<file path="config.mk">
export PLATFORM = sky130hd
export DESIGN_NAME = spad_fill_arbiter
export DESIGN_NICKNAME = d
export VERILOG_FILES = /design/src/rtl/spad_fill_arbiter.sv
export SDC_FILE = /design/constraint.sdc
export NUM_CORES = 1
export LEC_CHECK = 0
export BUFFER_PORTS_ARGS = -buffer_cell sky130_fd_sc_hd__buf_2
export CORE_ASPECT_RATIO = 0.7
export CORE_MARGIN = 2
export CORE_UTILIZATION = 48
export CTS_BUF_LIST = sky130_fd_sc_hd__clkbuf_16
export DETAILED_ROUTE_END_ITERATION = 7
export PLACE_DENSITY = 0.86
export REMOVE_ABC_BUFFERS = 1
export SLEW_MARGIN = 20
export SYNTH_ARGS = -nofsm -noshare
export SYNTH_HDL_FRONTEND = slang
export SYNTH_SLANG_ARGS = --single-unit
</file>
<file path="constraint.sdc">
create_clock -name clk -period 2.6 [get_ports clk]
set_input_delay 0.13 -clock clk [delete_from_list [all_inputs] [get_ports clk]]
set_output_delay 0.13 -clock clk [all_outputs]
set_load 0.02 [all_outputs]
</file>
<file path="src/rtl/spad_fill_arbiter.sv">
// -----------------------------------------------------------------------------
// spad_fill_arbiter
//
// Shares one first-word-fall-through input FIFO (fed from the global buffer)
// among NUM_REQ PE scratchpads. Requesters are served one at a time in
// round-robin order. Each granted burst streams burst_len words from the FIFO
// into the owning scratchpad and then pulses done. If the owner drops its
// request while the burst is in progress, the burst is cut short and abort
// pulses instead.
//
// Optional feature, enabled by defining SPAD_ARB_TIMEOUT_EN:
//   a stall counter aborts a burst after TIMEOUT consecutive en-high cycles in
//   which the FIFO stayed empty. Without the macro, the arbiter waits on an
//   empty FIFO indefinitely.
//
// Ports
//   clk         rising-edge clock
//   rstn        asynchronous active-low reset
//   en          global advance; when low, nothing moves and nothing is written
//   req         per-requester fill request (level, held until done/abort)
//   burst_len   per-requester word count, slice i = [i*ADDR_W +: ADDR_W]
//   fifo_empty  shared FIFO empty flag
//   fifo_dout   FIFO head word
//   fifo_rd_en  pop the FIFO head this cycle
//   spad_wdata  scratchpad write data (pass-through of fifo_dout)
//   spad_we     one-hot write enable to the owning scratchpad
//   spad_waddr  shared scratchpad write address
//   grant       one-hot current owner, zero while idle
//   busy        high whenever a burst is in progress
//   done        one-cycle one-hot pulse on burst completion
//   abort       one-cycle one-hot pulse on early burst termination
// -----------------------------------------------------------------------------
module spad_fill_arbiter #(
  parameter int DATA_WIDTH = 16,
  parameter int NUM_REQ    = 3,
  parameter int ADDR_W     = 8,
  parameter int TIMEOUT    = 64
) (
  input  logic                      clk,
  input  logic                      rstn,
  input  logic                      en,
  input  logic [NUM_REQ-1:0]        req,
  input  logic [NUM_REQ*ADDR_W-1:0] burst_len,
  input  logic                      fifo_empty,
  input  logic [DATA_WIDTH-1:0]     fifo_dout,
  output logic                      fifo_rd_en,
  output logic [DATA_WIDTH-1:0]     spad_wdata,
  output logic [NUM_REQ-1:0]        spad_we,
  output logic [ADDR_W-1:0]         spad_waddr,
  output logic [NUM_REQ-1:0]        grant,
  output logic                      busy,
  output logic [NUM_REQ-1:0]        done,
  output logic [NUM_REQ-1:0]        abort
);

  localparam int PTR_W = $clog2(NUM_REQ);

  typedef enum logic [1:0] {S_IDLE, S_GRANT, S_XFER, S_DONE} state_e;

  state_e             state_q, state_d;
  logic [ADDR_W-1:0]  cnt_q, cnt_d;
  logic [ADDR_W-1:0]  len_q, len_d;
  logic [PTR_W-1:0]   owner_q, owner_d;
  logic [PTR_W-1:0]   last_ptr_q, last_ptr_d;

  logic [NUM_REQ-1:0] owner_oh;
  logic [ADDR_W-1:0]  last_idx;
  logic [PTR_W-1:0]   pick;
  logic               pick_vld;
  logic               stall_abort;

  assign owner_oh   = NUM_REQ'(1) << owner_q;
  assign last_idx   = len_q - ADDR_W'(1);
  assign spad_wdata = fifo_dout;
  assign spad_waddr = cnt_q;
  assign busy       = (state_q != S_IDLE);

  // Round-robin pick: walk the distances 1..NUM_REQ from the last owner and
  // take the first requester found. Both loops unroll to constant indices.
  // NOTE: every variable written in an always_comb gets a default before any
  // branch, otherwise a path that skips the assignment infers a latch.
  always_comb begin
    pick     = '0;
    pick_vld = 1'b0;
    for (int i = 1; i <= NUM_REQ; i++) begin
      for (int j = 0; j < NUM_REQ; j++) begin
        if (!pick_vld && req[j] &&
            ((int'(last_ptr_q) + i == j) || (int'(last_ptr_q) + i == j + NUM_REQ))) begin
          pick     = PTR_W'(j);
          pick_vld = 1'b1;
        end
      end
    end
  end

`ifdef SPAD_ARB_TIMEOUT_EN
  localparam int STALL_W = $clog2(TIMEOUT + 1);
  logic [STALL_W-1:0] stall_q;

  // Fires on the TIMEOUT-th consecutive stall cycle itself, so the counter
  // holds the number of stall cycles seen before the current one.
  assign stall_abort = (state_q == S_XFER) && en && fifo_empty &&
                       (stall_q == STALL_W'(TIMEOUT - 1));

  always_ff @(posedge clk or negedge rstn) begin
    if (!rstn) begin
      stall_q <= '0;
    end else if (state_q != S_XFER) begin
      stall_q <= '0;
    end else if (en) begin
      stall_q <= fifo_empty ? stall_q + STALL_W'(1) : '0;
    end
  end
`else
  assign stall_abort = 1'b0;
`endif

  always_comb begin
    state_d    = state_q;
    cnt_d      = cnt_q;
    len_d      = len_q;
    owner_d    = owner_q;
    last_ptr_d = last_ptr_q;
    fifo_rd_en = 1'b0;
    spad_we    = '0;
    grant      = (state_q == S_IDLE) ? '0 : owner_oh;
    done       = '0;
    abort      = '0;

    unique case (state_q)
      S_IDLE: begin
        if (en && pick_vld) begin
          owner_d = pick;
          len_d   = burst_len[pick*ADDR_W +: ADDR_W];
          state_d = S_GRANT;
        end
      end
      S_GRANT: begin
        if (en) begin
          cnt_d = '0;
          if (!req[owner_q]) begin
            abort      = owner_oh;
            last_ptr_d = owner_q;
            state_d    = S_IDLE;
          end else if (len_q == '0) begin
            state_d = S_DONE;
          end else begin
            state_d = S_XFER;
          end
        end
      end
      S_XFER: begin
        if (en) begin
          // A dropped request beats a write in the same cycle, including the
          // final one, so an aborted burst never gets its last word.
          if (!req[owner_q] || stall_abort) begin
            abort      = owner_oh;
            last_ptr_d = owner_q;
            state_d    = S_IDLE;
          end else if (!fifo_empty) begin
            fifo_rd_en = 1'b1;
            spad_we    = owner_oh;
            cnt_d      = cnt_q + ADDR_W'(1);
            if (cnt_q == last_idx) state_d = S_DONE;
          end
        end
      end
      S_DONE: begin
        if (en) begin
          done       = owner_oh;
          last_ptr_d = owner_q;
          state_d    = S_IDLE;
        end
      end
      default: state_d = S_IDLE;
    endcase
  end

  // NOTE: sequential state uses non-blocking assignments so every register
  // samples the pre-edge values, independent of statement order.
  // NOTE: only control registers exist here; all of them reset so outputs are
  // defined immediately after reset. last_ptr resets to the top index so that
  // requester 0 wins the first arbitration.
  always_ff @(posedge clk or negedge rstn) begin
    if (!rstn) begin
      state_q    <= S_IDLE;
      cnt_q      <= '0;
      len_q      <= '0;
      owner_q    <= '0;
      last_ptr_q <= PTR_W'(NUM_REQ - 1);
    end else begin
      state_q    <= state_d;
      cnt_q      <= cnt_d;
      len_q      <= len_d;
      owner_q    <= owner_d;
      last_ptr_q <= last_ptr_d;
    end
  end

endmodule
</file>
==> impl_metrics.csv, run 1 <==
group,metric,value,unit
run_status,status,"finished clean",
cells_and_area,antenna_cells,0,
cells_and_area,syn_to_final_growth,14.89,%
setup_path,cp.required,2.47,ns
floorplan,row_count,19,
global_routing,antenna_found_initial,0,
logic_synthesis,synth_top_area_cell,"dfrtp_1",
setup_path,crit_arrival,2.14,ns
logic_synthesis,ys.flop_type,"dfrtp_1",
clock_network,cts_setup_buffers,0,
global_routing,grt_usage,21.61,%
setup_path,critPathMaxStageDelay,0.49,ns
setup_path,crit_path_start_kind,"flop",
timing,whs,0.2072,ns
clock_network,clock_latency,0.26,ns
timing,finalCriticalPeriod,2.270,ns
floorplan,ioPinCount,85,
setup_path,slowest_stage,"dfrtp_1",
placement,port_buffers,52,
timing,worstMarginPinSlew,0.4872,ns
floorplan,start_util,49.32,%
timing,final.setup.tns,0,ns
timing,period_share,87.32,%
timing,grt_setup_unrepaired,"false",
cells_and_area,final_util,56.66,%
setup_path,critical_path_class,"flop to primary output",
clock_network,cts_sinks,22,
logic_synthesis,synth_edf_count,0,
timing,hold_viol,0,
job,maxCapViolCount,0,
logic_synthesis,syn-mean-instance-area,8.753,um^2
power,ir_drop,0.6326,mV
cells_and_area,fin_nets,309,
logic_synthesis,synth-seq-area-share,29.05,%
logic_synthesis,synth_cells,217,
placement,hpwl,3444,um
placement,gp_congestion,0.8267,
setup_path,crit_fanout,9,
min_path,min_path_type,"primary input to flop",
clock_network,cts_tree,"yes",
detailed_routing,vias,1665,
detailed_routing,drt_iter0_markers,93,
clock_network,clock-root-buffer,"clkbuf_16",
setup_path,setup.worst_path.end_class,"primary output",
logic_synthesis,synth_async_sr_flop_share,100.0,%
clock_network,h-tree-depth,1,
power,power,2.133,mW
clock_network,numCtsBuffers,3,
detailed_routing,firstDrtPassIters,4,
logic_synthesis,synth.distinct_cells,42,
timing,finalSetupViolations,0,
global_routing,grt_max_degree,23,
power,power.density,977.5,nW/um^2
detailed_routing,drt-total-wl,4434,um
detailed_routing,drc,0,
global_routing,grt_pass1_vias,1611,
detailed_routing,avgRoutedWirePerCell,14.59,um
clock_network,cts_max_path_buffers,2,
floorplan,dieArea,4484,um^2
timing,relSlewSlack,67.52,%
global_routing,grt_pass1_wl,7665,um
timing,skew,0.002306,ns
detailed_routing,via_per_inst,5.477,
logic_synthesis,synthesis.area,1899,um^2
floorplan,die_h,56.63,um
floorplan,core_area,3851,um^2
timing,fmax,0.4405,GHz
global_routing,grt-ovfl-total,0,
logic_synthesis,synth.area.top_cells,"dfrtp_1, buf_4, mux2i_1",
detailed_routing,ant_nets,0,
logic_synthesis,yosysWarnings,0,
logic_synthesis,ys_ff_latch,22,
cells_and_area,drive_gt1_share,29.76,%
logic_synthesis,synth.top_cell.area_share,27.67,%
timing,slew_violations,0,
power,leakage,1.027,nW
setup_path,cp_num_buf_inv,1,
clock_network,clkTransAtPathRegs,0.06,ns
floorplan,die_w,79.19,um
setup_path,path_cells,"nand2b_4, o22ai_1, nand2_1, or3_1, nor3_1, buf_2",
setup_path,path_delay_family,"simple AND/OR/NAND/NOR gates",
==> stage by stage <==
step                worst slack [ns]  instances  instance area, um^2
floorplan                     0.3849        193                 1727
global placement              0.4325        299                 2067
detailed placement            0.3898        299                 2067
CTS                           0.3682        304                 2182
global route                  0.1864        304                 2182
finish                        0.3297        304                 2182
==> routing by layer <==
layer	share of wire, %	GRT usage [%]	wire, um
met1	47	30.93	2076
met2	44	32.69	1933
met3	9.3	6.913	413
met4	0.25	2.463	11
met5	0	3.750	0
==> cells in the mapped netlist, types with 3 or more instances <==
master	n
a21oi_1	11
a31oi_1	3
and2_1	3
buf_2	3
buf_4	17
dfrtp_1	21
ha_1	9
inv_1	11
mux2_2	9
mux2i_1	12
nand2_1	16
nand2b_1	6
nand4_1	5
nor2_1	25
nor3_1	10
o21ai_0	8
xnor2_1	8
xor2_1	9
==> layout make-up <==
class                      instances  area (um^2)
inverter                          11        41.29
clock buffer                       3        75.07
sequential                        22        551.8
timing repair buffer              55        285.3
fill                             348         1669
tap                               52        65.06
clock inverter                     1        30.03
multi-input combinational        160         1134
==> cell usage in the layout, fill, tap and decap left out, types with 9 or more instances in the layout <==
| cell type | count |
|---|---|
| mux2i_1 | 12 |
| nor3_1 | 10 |
| dfrtp_1 | 21 |
| xor2_1 | 9 |
| nor2_1 | 25 |
| mux2_2 | 9 |
| buf_2 | 52 |
| ha_1 | 9 |
| nand2_1 | 16 |
| a21oi_1 | 11 |
| inv_1 | 11 |
==> sequential cells by signal, summed over array words and instances (netlist names) <==
| name | count |
|---|---|
| last_ptr_q | 2 |
| len_q | 8 |
| owner_q | 2 |
| spad_waddr | 8 |
| state_q | 2 |
==> power by group <==
group | leakage, nW | internal [mW] | switching (mW)
Combinational | 0.698 | 0.476 | 0.597
Clock | 0.0511 | 0.306 | 0.128
Sequential | 0.278 | 0.449 | 0.177
Total | 1.03 | 1.23 | 0.902
==> what timing repair did <==
item	CTS	global route
hold buffers	1	0
resized for setup	0	0
endpoints found under the hold margin	21	0
==> cell families (layout without fill, tap and decap cells) <==
family,after synthesis,after routing,share of synthesized area (%)
multiplexers,21,21,11.66
AO/OA/AOI/OAI,37,37,13.70
buffers and inverters,35,70,11.26
AND/OR/NAND/NOR,76,76,20.55
adder cells (fa/ha/maj),9,9,5.929
flip-flops,22,22,29.05
XOR/XNOR,17,17,7.840
==> worst reg2reg max path, cell delays in order (launching register included) <==
cell and delay [ns]:
dfstp_2 0.53, inv_1 0.06, ha_1 0.30, nand2_1 0.06
nand2_1 0.06, and4_1 0.51, mux2i_1 0.26, a21oi_1 0.09
mux2_2 0.26
==> path summary, 6_finish.rpt <==
| kind | start | to | slack, ns | depth (start not counted) |
|---|---|---|---|---|
| max | owner_q[1] | spad_we[0] | 0.33 | 6 |
| min | burst_len[22] | len_q[6] | 0.21 | 4 |
| max reg2reg | last_ptr_q[1] | len_q[5] | 0.36 | 8 |
| min reg2reg | last_ptr_q[1] | last_ptr_q[1] | 0.56 | 2 |
| max in group asynchronous | rstn | last_ptr_q[1] | 1.88 | 2 |
| min in group asynchronous | rstn | spad_waddr[2] | 0.37 | 2 |
No activity file was read; power rests on OpenSTA's default activity.
==> run 2, diff against run 1 <==
--- a/config.mk
+++ b/config.mk
@@ -6,7 +6,7 @@
 export NUM_CORES = 1
 export LEC_CHECK = 0
 export BUFFER_PORTS_ARGS = -buffer_cell sky130_fd_sc_hd__buf_2
-export CORE_ASPECT_RATIO = 0.7
+export CORE_ASPECT_RATIO = 1.25
 export CORE_MARGIN = 2
 export CORE_UTILIZATION = 48
 export CTS_BUF_LIST = sky130_fd_sc_hd__clkbuf_16
==> impl_metrics.csv, run 2 (same netlist as run 1, synthesis figures left out) <==
group,metric,value,unit
power,swShare,44.09,%
cells_and_area,layout_common_cells,"buf_2, nor2_1, dfrtp_1",
setup_path,r2r_slack,0.33,ns
power,power.density,941.3,nW/um^2
cells_and_area,fin_nets,310,
clock_network,ctsResizeCount,0,
placement,place_inst,302,
clock_network,clock-root-buffer,"clkbuf_16",
timing,period_share,87.35,%
timing,hold_viol,0,
setup_path,cp.required,2.74,ns
clock_network,numCtsBuffers,3,
floorplan,die_w,60.27,um
detailed_routing,avgRoutedWirePerCell,15.36,um
detailed_routing,drt_iter0_markers,56,
clock_network,cts_sinks,22,
detailed_routing,via_per_inst,5.469,
clock_network,clock_latency,0.25,ns
timing,fmax,0.4403,GHz
global_routing,grt_pass1_vias,1633,
cells_and_area,syn_to_final_growth,14.03,%
global_routing,grt-ovfl-total,0,
floorplan,die_h,74.33,um
global_routing,grt_max_degree,23,
timing,final.setup.tns,0,ns
power,switchingPower,898.8,uW
timing,relSlewSlack,66.54,%
detailed_routing,vias,1679,
placement,port_buffers,52,
setup_path,crit_path_start_kind,"flop",
clock_network,h-tree-depth,1,
power,clkPwrFrac,15.7,%
min_path,whs_path_depth,4,
placement,gp_congestion,0.7761,
detailed_routing,drc,0,
timing,finalSetupViolations,0,
timing,skew,0.004249,ns
run_status,status,"finished clean",
floorplan,dieArea,4480,um^2
power,ir_drop,0.4843,mV
job,maxCapViolCount,0,
min_path,holdPathEnd,"len_q[6]",
setup_path,worst_r2r_path_depth,8,
clock_network,cts_setup_buffers,0,
setup_path,setup.worst_path.end_class,"flop",
cells_and_area,fin_area,2166,um^2
timing,finalCriticalPeriod,2.271,ns
detailed_routing,drt-total-wl,4717,um
global_routing,grt_usage,22.68,%
timing,grt_setup_unrepaired,"false",
clock_network,cts_max_path_buffers,2,
cells_and_area,multi_input_area,1134,um^2
power,seqPwrFrac,30.0,%
floorplan,row_count,25,
setup_path,r2r-start,"len_q[1]",
clock_network,cts_tree,"yes",
detailed_routing,firstDrtPassIters,4,
placement,dpl_cell_area,2077,um^2
cells_and_area,nFillCells,343,
timing,slew_violations,0,
power,p_int,1.140,mW
cells_and_area,final_util,57.22,%
global_routing,antenna_found_initial,0,
global_routing,grt_pass1_wl,7624,um
placement,hpwl,3573,um
cells_and_area,drive_gt1_share,29.64,%
min_path,worstHoldStart,"burst_len[22]",
floorplan,core_area,3785,um^2
cells_and_area,stdcell_count,307,
power,leakage,1.023,nW
setup_path,crit_fanout,6,
cells_and_area,final-seq-area,551.8,um^2
cells_and_area,final_common_cell,"buf_2",
floorplan,ioPinCount,85,
setup_path,r2r-end,"state_q[1]",
cells_and_area,antenna_cells,0,
detailed_routing,ant_nets,0,
clock_network,clkTransAtPathRegs,0.06,ns
timing,worstMarginPinSlew,0.5019,ns
min_path,min_path_type,"primary input to flop",
floorplan,start_util,50.18,%
setup_path,critical_path_class,"flop to flop",
power,comb_power_share,54.3,%
setup_path,crit_arrival,2.41,ns
==> run 2: cell types whose count changed in the layout (fill, tap and decap cells not counted), sizes merged <==
cell,previous run,this run
buf,54,55
bufinv,1,0
inv,11,12
==> run 2: worst max-delay path, stage by stage, from the launching register on <==
cell	delay [ns]
dfrtp_1	0.45
inv_1	0.07
ha_1	0.27
o21bai_1	0.19
a211oi_1	0.30
a211oi_1	0.14
a2111oi_4	0.45
o2111ai_1	0.18
o311ai_1	0.11
==> run 2: worst max-delay path by stage <==
stage	end	slack (ns)	cells after the start	start
final	state_q[1]	0.33	8	len_q[1]
after global routing	len_q[1]	0.20	8	last_ptr_q[1]
after CTS	state_q[1]	0.34	8	len_q[1]
after detailed placement	len_q[5]	0.40	8	last_ptr_q[1]
after global placement	len_q[3]	0.45	8	last_ptr_q[1]
after floorplan	len_q[6]	0.38	8	last_ptr_q[1]
==> run 2: through the flow <==
| stage | power [mW] | hold WS [ns] | setup slack (ns) |
|---|---|---|---|
| after detailed placement | 1.697 | 0.1272 | 0.3978 |
| final | 2.039 | 0.2315 | 0.3290 |
| after CTS | 2.040 | 0.2329 | 0.3414 |
| after global routing | 2.190 | 0.2601 | 0.1956 |
| after floorplan | 1.415 | -0.1656 | 0.3849 |
| after global placement | 1.654 | 0.1182 | 0.4550 |
==> run 2: layout make-up <==
class	count	share of cell area, %
multi-input combinational	160	52.34
sequential	22	25.48
timing repair buffer	56	13.52
clock buffer	3	3.466
tap	54	3.120
inverter	11	1.906
clock inverter	1	0.1733
==> run 2: power by group through the flow <==
stage	clock [mW]	combinational, mW	sequential (mW)
after global placement	0	1.05	0.609
after CTS	0.330	1.10	0.610
after global routing	0.347	1.21	0.629
after detailed placement	0	1.08	0.615
after floorplan	0	0.828	0.587
final	0.321	1.11	0.612
==> run 2: timing repair <==
action / 4_1_cts / 5_1_grt
hold endpoints to repair: 21 / 0
hold buffers: 1 / 0
setup endpoints to repair: 0 / 0
==> run 2: metal layers <==
layer  global-route usage [%]  part of all wire (%)  wire [um]  vias to the layer above
met1                    26.61                    42       1976                      786
met4                    6.173                  0.81         38                        0
li1                         -                     -          -                      815
met3                    7.826                   7.6        358                        4
met5                    4.762                     0          0                        -
met2                    38.53                    50       2344                       74
